$ cat src/rtl/video_test_pattern_gen.sv
`default_nettype none
// ============================================================================
// Module   : video_test_pattern_gen
// Purpose  : Multi-mode RGB test-pattern source for the HDMI/DVI pixel path.
//            It sits between the format-timing generator and the encoder.
//            Six patterns are available: colour bars, gray ramp, checkerboard,
//            solid, moving bar and vertical gradient. All timing strobes are
//            delayed to stay aligned with the 2-stage pixel pipeline.
//            Pattern changes take effect only at frame start (rising vSync).
// Ports    : pixelClock, asyncResetN       clock / async active-low reset
//            dataEnable, hSync, vSync,
//            activeVideoGuardBand,
//            activeVideoPreamble           timing inputs
//            hPos, vPos                    active pixel position
//            patternSelect                 requested pattern (latched at FS)
//            solidColor                    {r,g,b} for the solid pattern
//            r, g, b                       pixel colour (2-cycle latency)
//            *Delayed                      timing inputs delayed by 2 cycles
//            activePattern                 pattern currently applied
//            frameCount                    frames since reset
// Macro    : VIDEO_TEST_PATTERN_ANIMATION_EN enables the frame counter and
//            the moving-bar pattern. When undefined, frameCount is 0 and
//            pattern 4 is black.
// Revision : 1.0 - initial release
// ============================================================================
module video_test_pattern_gen #(
  parameter int COLOR_DEPTH  = 8,
  parameter int H_BITS       = 12,
  parameter int V_BITS       = 11,
  parameter int BAR_WIDTH    = 160,
  parameter int RAMP_SHIFT   = 2,
  parameter int CHECKER_LOG2 = 5,
  parameter int MOVE_STEP    = 4,
  parameter int MOVE_WIDTH   = 32,
  parameter int FRAME_BITS   = 8
) (
  input  logic                     pixelClock,
  input  logic                     asyncResetN,
  input  logic                     dataEnable,
  input  logic                     hSync,
  input  logic                     vSync,
  input  logic                     activeVideoGuardBand,
  input  logic                     activeVideoPreamble,
  input  logic [H_BITS-1:0]        hPos,
  input  logic [V_BITS-1:0]        vPos,
  input  logic [2:0]               patternSelect,
  input  logic [3*COLOR_DEPTH-1:0] solidColor,
  output logic [COLOR_DEPTH-1:0]   r,
  output logic [COLOR_DEPTH-1:0]   g,
  output logic [COLOR_DEPTH-1:0]   b,
  output logic                     dataEnableDelayed,
  output logic                     hSyncDelayed,
  output logic                     vSyncDelayed,
  output logic                     activeVideoGuardBandDelayed,
  output logic                     activeVideoPreambleDelayed,
  output logic [2:0]               activePattern,
  output logic [FRAME_BITS-1:0]    frameCount
);

  localparam logic [2:0] c_pat_bars    = 3'd0;
  localparam logic [2:0] c_pat_ramp    = 3'd1;
  localparam logic [2:0] c_pat_checker = 3'd2;
  localparam logic [2:0] c_pat_solid   = 3'd3;
  localparam logic [2:0] c_pat_moving  = 3'd4;
  localparam logic [2:0] c_pat_vgrad   = 3'd5;

  localparam logic [COLOR_DEPTH-1:0] c_full  = {COLOR_DEPTH{1'b1}};
  localparam logic [COLOR_DEPTH-1:0] c_level =
    COLOR_DEPTH'((3 * ((1 << COLOR_DEPTH) - 1)) >> 2);

  localparam int c_pix_bits = (BAR_WIDTH > 1) ? $clog2(BAR_WIDTH) : 1;
  localparam logic [c_pix_bits-1:0] c_bar_last = c_pix_bits'(BAR_WIDTH - 1);

  // Stage-1 registers
  logic                     de_s1, hs_s1, vs_s1, gb_s1, pre_s1;
  logic [H_BITS-1:0]        hpos_s1;
  logic [V_BITS-1:0]        vpos_s1;
  logic [2:0]               bar_idx_s1;
  logic [2:0]               pattern_s1;
  logic [3*COLOR_DEPTH-1:0] solid_s1;
  logic [H_BITS-1:0]        move_edge_s1;

  // Bar counter: holds the position of the pixel currently on the inputs,
  // so its value is captured into stage 1 alongside that pixel.
  logic [c_pix_bits-1:0] bar_pix;
  logic [2:0]            bar_idx;

  always_ff @(posedge pixelClock or negedge asyncResetN) begin
    if (!asyncResetN) begin
      bar_pix <= '0;
      bar_idx <= '0;
    end else if (!dataEnable) begin
      bar_pix <= '0;
      bar_idx <= '0;
    end else if (bar_pix == c_bar_last) begin
      bar_pix <= '0;
      if (bar_idx != 3'd7) bar_idx <= bar_idx + 3'd1;
    end else begin
      bar_pix <= bar_pix + c_pix_bits'(1);
    end
  end

  // Frame start: vSync rising against its stage-1 copy.
  logic frame_start;
  assign frame_start = vSync & ~vs_s1;

  always_ff @(posedge pixelClock or negedge asyncResetN) begin
    if (!asyncResetN) activePattern <= '0;
    else if (frame_start) activePattern <= patternSelect;
  end

`ifdef VIDEO_TEST_PATTERN_ANIMATION_EN
  localparam logic c_anim_en = 1'b1;

  always_ff @(posedge pixelClock or negedge asyncResetN) begin
    if (!asyncResetN) frameCount <= '0;
    else if (frame_start) frameCount <= frameCount + FRAME_BITS'(1);
  end
`else
  localparam logic c_anim_en = 1'b0;

  assign frameCount = '0;
`endif

  // Left edge of the moving bar, modulo the line-position width.
  logic [H_BITS-1:0] move_edge;
  assign move_edge = H_BITS'(frameCount) * H_BITS'(MOVE_STEP);

  always_ff @(posedge pixelClock or negedge asyncResetN) begin
    if (!asyncResetN) begin
      de_s1        <= 1'b0;
      hs_s1        <= 1'b0;
      vs_s1        <= 1'b0;
      gb_s1        <= 1'b0;
      pre_s1       <= 1'b0;
      hpos_s1      <= '0;
      vpos_s1      <= '0;
      bar_idx_s1   <= '0;
      pattern_s1   <= '0;
      solid_s1     <= '0;
      move_edge_s1 <= '0;
    end else begin
      de_s1        <= dataEnable;
      hs_s1        <= hSync;
      vs_s1        <= vSync;
      gb_s1        <= activeVideoGuardBand;
      pre_s1       <= activeVideoPreamble;
      hpos_s1      <= hPos;
      vpos_s1      <= vPos;
      bar_idx_s1   <= bar_idx;
      pattern_s1   <= activePattern;
      solid_s1     <= solidColor;
      move_edge_s1 <= move_edge;
    end
  end

  // Stage-2 colour generation. Zero-extension before the shift covers
  // position inputs narrower than RAMP_SHIFT+COLOR_DEPTH.
  logic [COLOR_DEPTH-1:0] h_ramp, v_ramp;
  logic [H_BITS-1:0]      move_off;
  logic                   in_moving_bar;

  assign h_ramp        = COLOR_DEPTH'({{COLOR_DEPTH{1'b0}}, hpos_s1} >> RAMP_SHIFT);
  assign v_ramp        = COLOR_DEPTH'({{COLOR_DEPTH{1'b0}}, vpos_s1} >> RAMP_SHIFT);
  assign move_off      = hpos_s1 - move_edge_s1;
  assign in_moving_bar = c_anim_en & (move_off < H_BITS'(MOVE_WIDTH));

  logic [COLOR_DEPTH-1:0] red_next, green_next, blue_next;

  always_comb begin
    red_next   = '0;
    green_next = '0;
    blue_next  = '0;
    if (de_s1) begin
      case (pattern_s1)
        c_pat_bars: begin
          // Bar order white,yellow,cyan,green,magenta,red,blue,black maps
          // each component to one inverted bit of the bar index.
          red_next   = {COLOR_DEPTH{~bar_idx_s1[1]}} & c_level;
          green_next = {COLOR_DEPTH{~bar_idx_s1[2]}} & c_level;
          blue_next  = {COLOR_DEPTH{~bar_idx_s1[0]}} & c_level;
        end
        c_pat_ramp: begin
          red_next   = h_ramp;
          green_next = h_ramp;
          blue_next  = h_ramp;
        end
        c_pat_checker: begin
          if (hpos_s1[CHECKER_LOG2] ^ vpos_s1[CHECKER_LOG2]) begin
            red_next   = c_full;
            green_next = c_full;
            blue_next  = c_full;
          end
        end
        c_pat_solid: begin
          red_next   = solid_s1[3*COLOR_DEPTH-1 -: COLOR_DEPTH];
          green_next = solid_s1[2*COLOR_DEPTH-1 -: COLOR_DEPTH];
          blue_next  = solid_s1[COLOR_DEPTH-1:0];
        end
        c_pat_moving: begin
          if (in_moving_bar) begin
            red_next   = c_full;
            green_next = c_full;
            blue_next  = c_full;
          end
        end
        c_pat_vgrad: begin
          red_next   = v_ramp;
          green_next = c_full - v_ramp;
        end
        default: ;
      endcase
    end
  end

  always_ff @(posedge pixelClock or negedge asyncResetN) begin
    if (!asyncResetN) begin
      r                           <= '0;
      g                           <= '0;
      b                           <= '0;
      dataEnableDelayed           <= 1'b0;
      hSyncDelayed                <= 1'b0;
      vSyncDelayed                <= 1'b0;
      activeVideoGuardBandDelayed <= 1'b0;
      activeVideoPreambleDelayed  <= 1'b0;
    end else begin
      r                           <= red_next;
      g                           <= green_next;
      b                           <= blue_next;
      dataEnableDelayed           <= de_s1;
      hSyncDelayed                <= hs_s1;
      vSyncDelayed                <= vs_s1;
      activeVideoGuardBandDelayed <= gb_s1;
      activeVideoPreambleDelayed  <= pre_s1;
    end
  end

endmodule
`default_nettype wire

$ cat config.mk
export PLATFORM = sky130hd
export DESIGN_NAME = video_test_pattern_gen
export DESIGN_NICKNAME = d
export VERILOG_FILES = /design/src/rtl/video_test_pattern_gen.sv
export SDC_FILE = /design/constraint.sdc
export NUM_CORES = 1
export LEC_CHECK = 0
export CAP_MARGIN = 10
export CELL_PAD_IN_SITES_DETAIL_PLACEMENT = 0
export CELL_PAD_IN_SITES_GLOBAL_PLACEMENT = 2
export CORE_UTILIZATION = 28
export CTS_CLUSTER_DIAMETER = 200
export DETAILED_ROUTE_END_ITERATION = 8
export MAX_ROUTING_LAYER = met4
export PLACE_DENSITY = 0.82
export SLEW_MARGIN = 10
export SYNTH_ARGS = -nofsm -noshare
export SYNTH_HDL_FRONTEND = slang
export SYNTH_SLANG_ARGS = --single-unit
$ cat constraint.sdc
create_clock -name pixelClock -period 1.35 [get_ports pixelClock]
set_input_delay 0.27 -clock pixelClock [delete_from_list [all_inputs] [get_ports pixelClock]]
set_output_delay 0.27 -clock pixelClock [all_outputs]
set_load 0.03 [all_outputs]
==> Word level (Yosys, flattened, before mapping) <==
Cells that the tools add are included.
{ "op_classes": {"n_addsub": 3, "n_eq_ne": 8, "muxes": 12, "n_bitwise": 6, "reduce_logical": 2} }
{ "ops": {"columns": ["op", "n"], "rows": [
  ["8-bit case mux with 5 select lines", 2],
  ["8-bit two-way mux", 6],
  ["8-bit case mux with 4 select lines", 1],
  ["3-bit two-way mux", 3],
  ["8-bit by 1-bit adder with 8-bit output, second input constant", 1],
  ["8-bit == test, second input constant", 1],
  ["8-bit subtractor, first input constant", 1],
  ["3-bit by 2-bit == test with 1-bit output, second input constant", 2],
  ["2-bit by 1-bit != test with 1-bit output, second input constant", 2],
  ["1-bit NOT", 4],
  ["3-bit by 1-bit adder with 3-bit output, second input constant", 1],
  ["3-bit by 1-bit == test with 1-bit output, second input constant", 1],
  ["3-bit == test, second input constant", 1],
  ["3-bit logical NOT", 1],
  ["3-bit != test, second input constant", 1],
  ["2-bit AND reduction", 1],
  ["1-bit bitwise AND", 1],
  ["1-bit XOR", 1]
]} }
{ "word_totals": {"output_inout_bits": 40, "inputBits": 57, "regBits": 98} }

==> Depth between registers and ports, before layout <==
{ "depth": {"depth_word": 4, "ltp_mapped": 6, "ltp_nobuf": 4} }

==> Worst setup path after synthesis <==
Ideal clock, no wire load.
{ "synth_path": {"path_kind": "reg2reg", "from": "register bar_pix[0]", "to": "register bar_idx[0]", "arrival_time_ns": 1.347, "path_slack_ns": -0.077, "setup_ns": 0.079, "required_time_ns": 1.271, "n_path_buf": 0, "stages_incl_launch_ff": 5, "path_cell_list": "dfrtp_1 ha_1 nand4_1 nor4_4 mux2i_1"} }
{ "synth_via": {"elab_chain_cells": 3} }
{ "synth_lines": {"columns": ["element", "line_no", "source"], "rows": [
  ["start: declaration", "85", "logic [c_pix_bits-1:0] bar_pix;"],
  ["start signal: assignment", "99", "bar_pix <= bar_pix + c_pix_bits'(1);"],
  ["8-bit == test", "95", "end else if (bar_pix == c_bar_last) begin"],
  ["2-bit by 1-bit != test with 1-bit output (no line)", null, null],
  ["2-bit AND reduction (no line)", null, null],
  ["end signal: assignment", "97", "if (bar_idx != 3'd7) bar_idx <= bar_idx + 3'd1;"],
  ["end: declaration", "86", "logic [2:0] bar_idx;"]
]} }
Every way passes these cells.
A chain may end at the register's enable or synchronous reset.

==> Worst setup path after layout <==
{ "layout_path": {"from": "register pattern_s1[1]", "to": "register r[3]"} }
{ "layout_via": {"elab_chain_cells": 3} }
{ "layout_lines": {"columns": ["element", "line_no", "source"], "rows": [
  ["start: declaration", "79", "logic [2:0] pattern_s1;"],
  ["start signal: assignment", "151", "pattern_s1 <= activePattern;"],
  ["3-bit == test, or another cell as far along", "175", "case (pattern_s1)"],
  ["8-bit case mux with 5 select lines (*)", "175", null],
  ["8-bit two-way mux (*)", "174", "if (de_s1) begin"],
  ["net red_next[3]", "168", "logic [COLOR_DEPTH-1:0] red_next, green_next, blue_next;"],
  ["end signal: assignment", "227", "r <= red_next;"],
  ["end: declaration", "48", "output logic [COLOR_DEPTH-1:0] r,"]
]} }
Mark *: on every way through the listed nets, which the timed path passes. The rest lies on a longest branch.

==> results by group <==
CTS
  – Clock-pin transition on the worst setup and hold timing paths: 60 ps
  – Clock buffers created by TritonCTS: 9
  – Root Buffer: clkbuf_16
  – CTS sink count: 94
  – Max H-tree Level: 3
  – CTS tree: built
  – Clk_lat worst skew: 340 ps
  – Clock Path Buffers: 2

Setup path
  – Slowest library cell on the worst path: dfrtp_1
  – Worst-path fanout max: 8
  – CP cell instances: buf_6 > nor4bb_4 > buf_4 > o311ai_4 > o21ai_1
  – FF-to-FF End: r[3]$_DFF_PN0_
  – Worst path top cell family by delay: compound AO/OA/AOI/OAI gates
  – CP peak stage delay: 410 ps
  – WS Path Type: flop to flop
  – Worst r2r src: pattern_s1[1]$_DFF_PN0_
  – Setup slack, reg-to-reg: -80 ps
  – R2R cell count: 5
  – Buf/Inv on CP: 2
  – CP required: 1550 ps
  – Startpoint types: flop
  – Critical Path AT: 1640 ps
  – Worst setup EP type: flop

Drt
  – Routed via count: 2453
  – Post-DRT Antenna Nets: 0
  – Pre-Repair DR Iteration Count: 4
  – DR vias/cell: 4.40
  – DR iter-0 viols: 112
  – DR DRC count: 0
  – Routed len/inst: 14.4 µm
  – WL final: 8030 µm

Layout
  – Commonest non-fill, non-tap cells in the layout: 92 x dfrtp_1, 48 x clkdlybuf4s50_1, 33 x buf_4
  – Layout cells sized above 1: 0.323
  – Filler instances: 1101
  – Finished Layout Cells: 558
  – Most common cell after layout, fill and taps aside: dfrtp_1
  – Final Util: 0.450
  – Number of diodes: 0
  – Area Overhead vs Synth: 56.4%
  – Design Area, Final: 0.00543 mm²
  – Post-layout net count: 445

Die
  – # rows: 40
  – Area of the core: 0.0121 mm²
  – Die W: 113 µm
  – Die Ht: 113 µm
  – Die area: 0.0129 mm²
  – Initial core utilization: 0.288
  – I/O pins: 97

Synth
  – Gate Count Post-Synth: 257
  – Synth area leaders: dfrtp_1 68%, a31oi_1 5.4%, buf_4 2.2%, a32oi_1 1.8%, nand2_1 1.6%
  – Synth unique cells: 44
  – Mapped Avg Cell Area: 13.5 µm²
  – Post-Syn Area: 0.00347 mm²
  – Warnings, synthesis: 0
  – Prevailing post-synth register cell: dfrtp_1
  – Area leader, netlist: dfrtp_1
  – Async SR Flop Fraction: 1.00
  – Synth top area share: 0.677
  – Post-synth EDFFs: 0
  – Sequential element share of the synthesized area: 0.677
  – Synthesized flop and latch total: 94

Place
  – Port Buffers: 81
  – Post-DP HPWL: 5600 µm
  – Placed cell area: 0.00468 mm²
  – # placed instances: 524
  – Gpl congestion: 0.778

Timing
  – Minimum hold slack: 349 ps
  – Final Hold Vio Count: 0
  – Worst setup margin: -84.5 ps
  – Slew Limit Fails: 0
  – RSZ-0062 raised after global routing: yes
  – Post-route clock period utilization: 1.06
  – Min Tclk post-route: 1430 ps
  – Setup TNS: -1130 ps
  – Peak Freq: 697 MHz
  – Endpoints failing setup: 23
  – Fin Clk Skew: 5.59 ps

Global routing
  – Grt total ovfl: 0
  – Initial antenna violation count: 0
  – All-Layer GR Usage: 0.138
  – Vias in the first global route: 2572
  – Pin count of the biggest net entering global routing: 38
  – First-pass GRT wire length: 12900 µm

Flow run
  – Max-Cap Viols: 0

Pwr
  – PD cells: 1300 mW/mm²
  – Max IR drop VDD: 0.000610 V
  – Leakage Power: 2.28 nW

Status
  – Status: finished, violations left
  – Failing checks: setup timing

Worst hold path
  – Hold Path Sink: activeVideoGuardBandDelayed$_DFF_PN0_
  – Worst hold path class: flop to flop
  – Hold path depth: 0
  – Min-delay src: gb_s1$_DFF_PN0_
-- per-stage QoR --
step                      worst slack [ps]  total power [mW]
after floorplan                      0.431              3.81
after global placement                -183              4.45
after detailed placement              -203              4.47
after CTS                            -83.7              6.96
after global routing                  -160              7.41
final                                -84.5              7.08
-- area by class of cell --
cell class | instances | area, µm² | area share
clock buffers | 14 | 264 | 0.0486
clock inverters | 2 | 16.3 | 0.00299
inverters | 4 | 18.8 | 0.00346
multi-input cells | 144 | 1310 | 0.241
flip-flops and latches | 94 | 2350 | 0.434
well taps | 168 | 210 | 0.0387
repair buffers | 132 | 1260 | 0.232
-- cell usage after synthesis (3+ instances only) --
cell type and number:
a21oi_1 5, a31oi_1 30, a32oi_1 7, and3b_1 6, buf_2 6, buf_4 10, buf_6 3, clkbuf_1 3
dfrtp_1 94, ha_1 3, inv_1 4, mux2_2 3, mux2i_1 3, nand2_1 15, nand3_1 9, nand3b_1 6
nor2_1 7, o21ai_0 4, or4_1 3
-- registers in the layout, summed over array words and instances (netlist names), 3 cells and up --
name and cells:
hpos_s1 8, pattern_s1 3, bar_idx 3, r 8, bar_pix 8, g 8
vpos_s1 8, solid_s1 24, bar_idx_s1 3, b 8, activePattern 3
-- cell families after synthesis --
kind of cell             count (synthesis)  share of synthesized area
AO/OA/AOI/OAI                           57                      0.111
other                                    1                    0.00108
XOR/XNOR                                 4                     0.0101
flip-flops                              94                      0.677
AND/OR/NAND/NOR                         66                      0.124
buffers and inverters                   26                     0.0475
multiplexers                             6                     0.0184
adder cells (fa/ha/maj)                  3                     0.0108
-- how the worst max path moves through the flow --
stage,endpoint,depth (start not counted),startpoint,slack [ps]
after CTS,r[3]$_DFF_PN0_,5,pattern_s1[1]$_DFF_PN0_,-80
after global routing,bar_idx[2]$_DFFE_PN0P_,4,bar_idx[0]$_DFFE_PN0P_,-160
after detailed placement,bar_pix[5]$_DFF_PN0_,4,dataEnable,-200
after floorplan,bar_idx[0]$_DFFE_PN0P_,4,bar_pix[0]$_DFF_PN0_,0.4
after global placement,bar_pix[5]$_DFF_PN0_,4,dataEnable,-180
final,r[3]$_DFF_PN0_,5,pattern_s1[1]$_DFF_PN0_,-80
-- metal layers --
| layer | wire length, µm | vias to the layer above | track usage |
|---|---|---|---|
| li1 | - | 1178 | - |
| met1 | 3410 | 1197 | 0.166 |
| met2 | 3970 | 69 | 0.217 |
| met3 | 494 | 9 | 0.0489 |
| met4 | 145 | 0 | 0.0447 |
| met5 | 0 | - | - |
-- report_power, final --
part | total [mW] | internal, mW | switching (mW)
clock network | 2.35 | 1.35 | 0.991
registers | 3.12 | 3.01 | 0.114
logic | 1.61 | 0.769 | 0.845
total | 7.08 | 5.13 | 1.95
-- repair_timing --
action,4_1_cts,5_1_grt
setup buffers,9,8
cloned,0,1
hold buffers,1,0
hold endpoints to repair,23,0
resized for setup,67,71
pin swaps,4,20
setup endpoints to repair,60,55
Note: power is estimated with default switching activity, not from simulation.
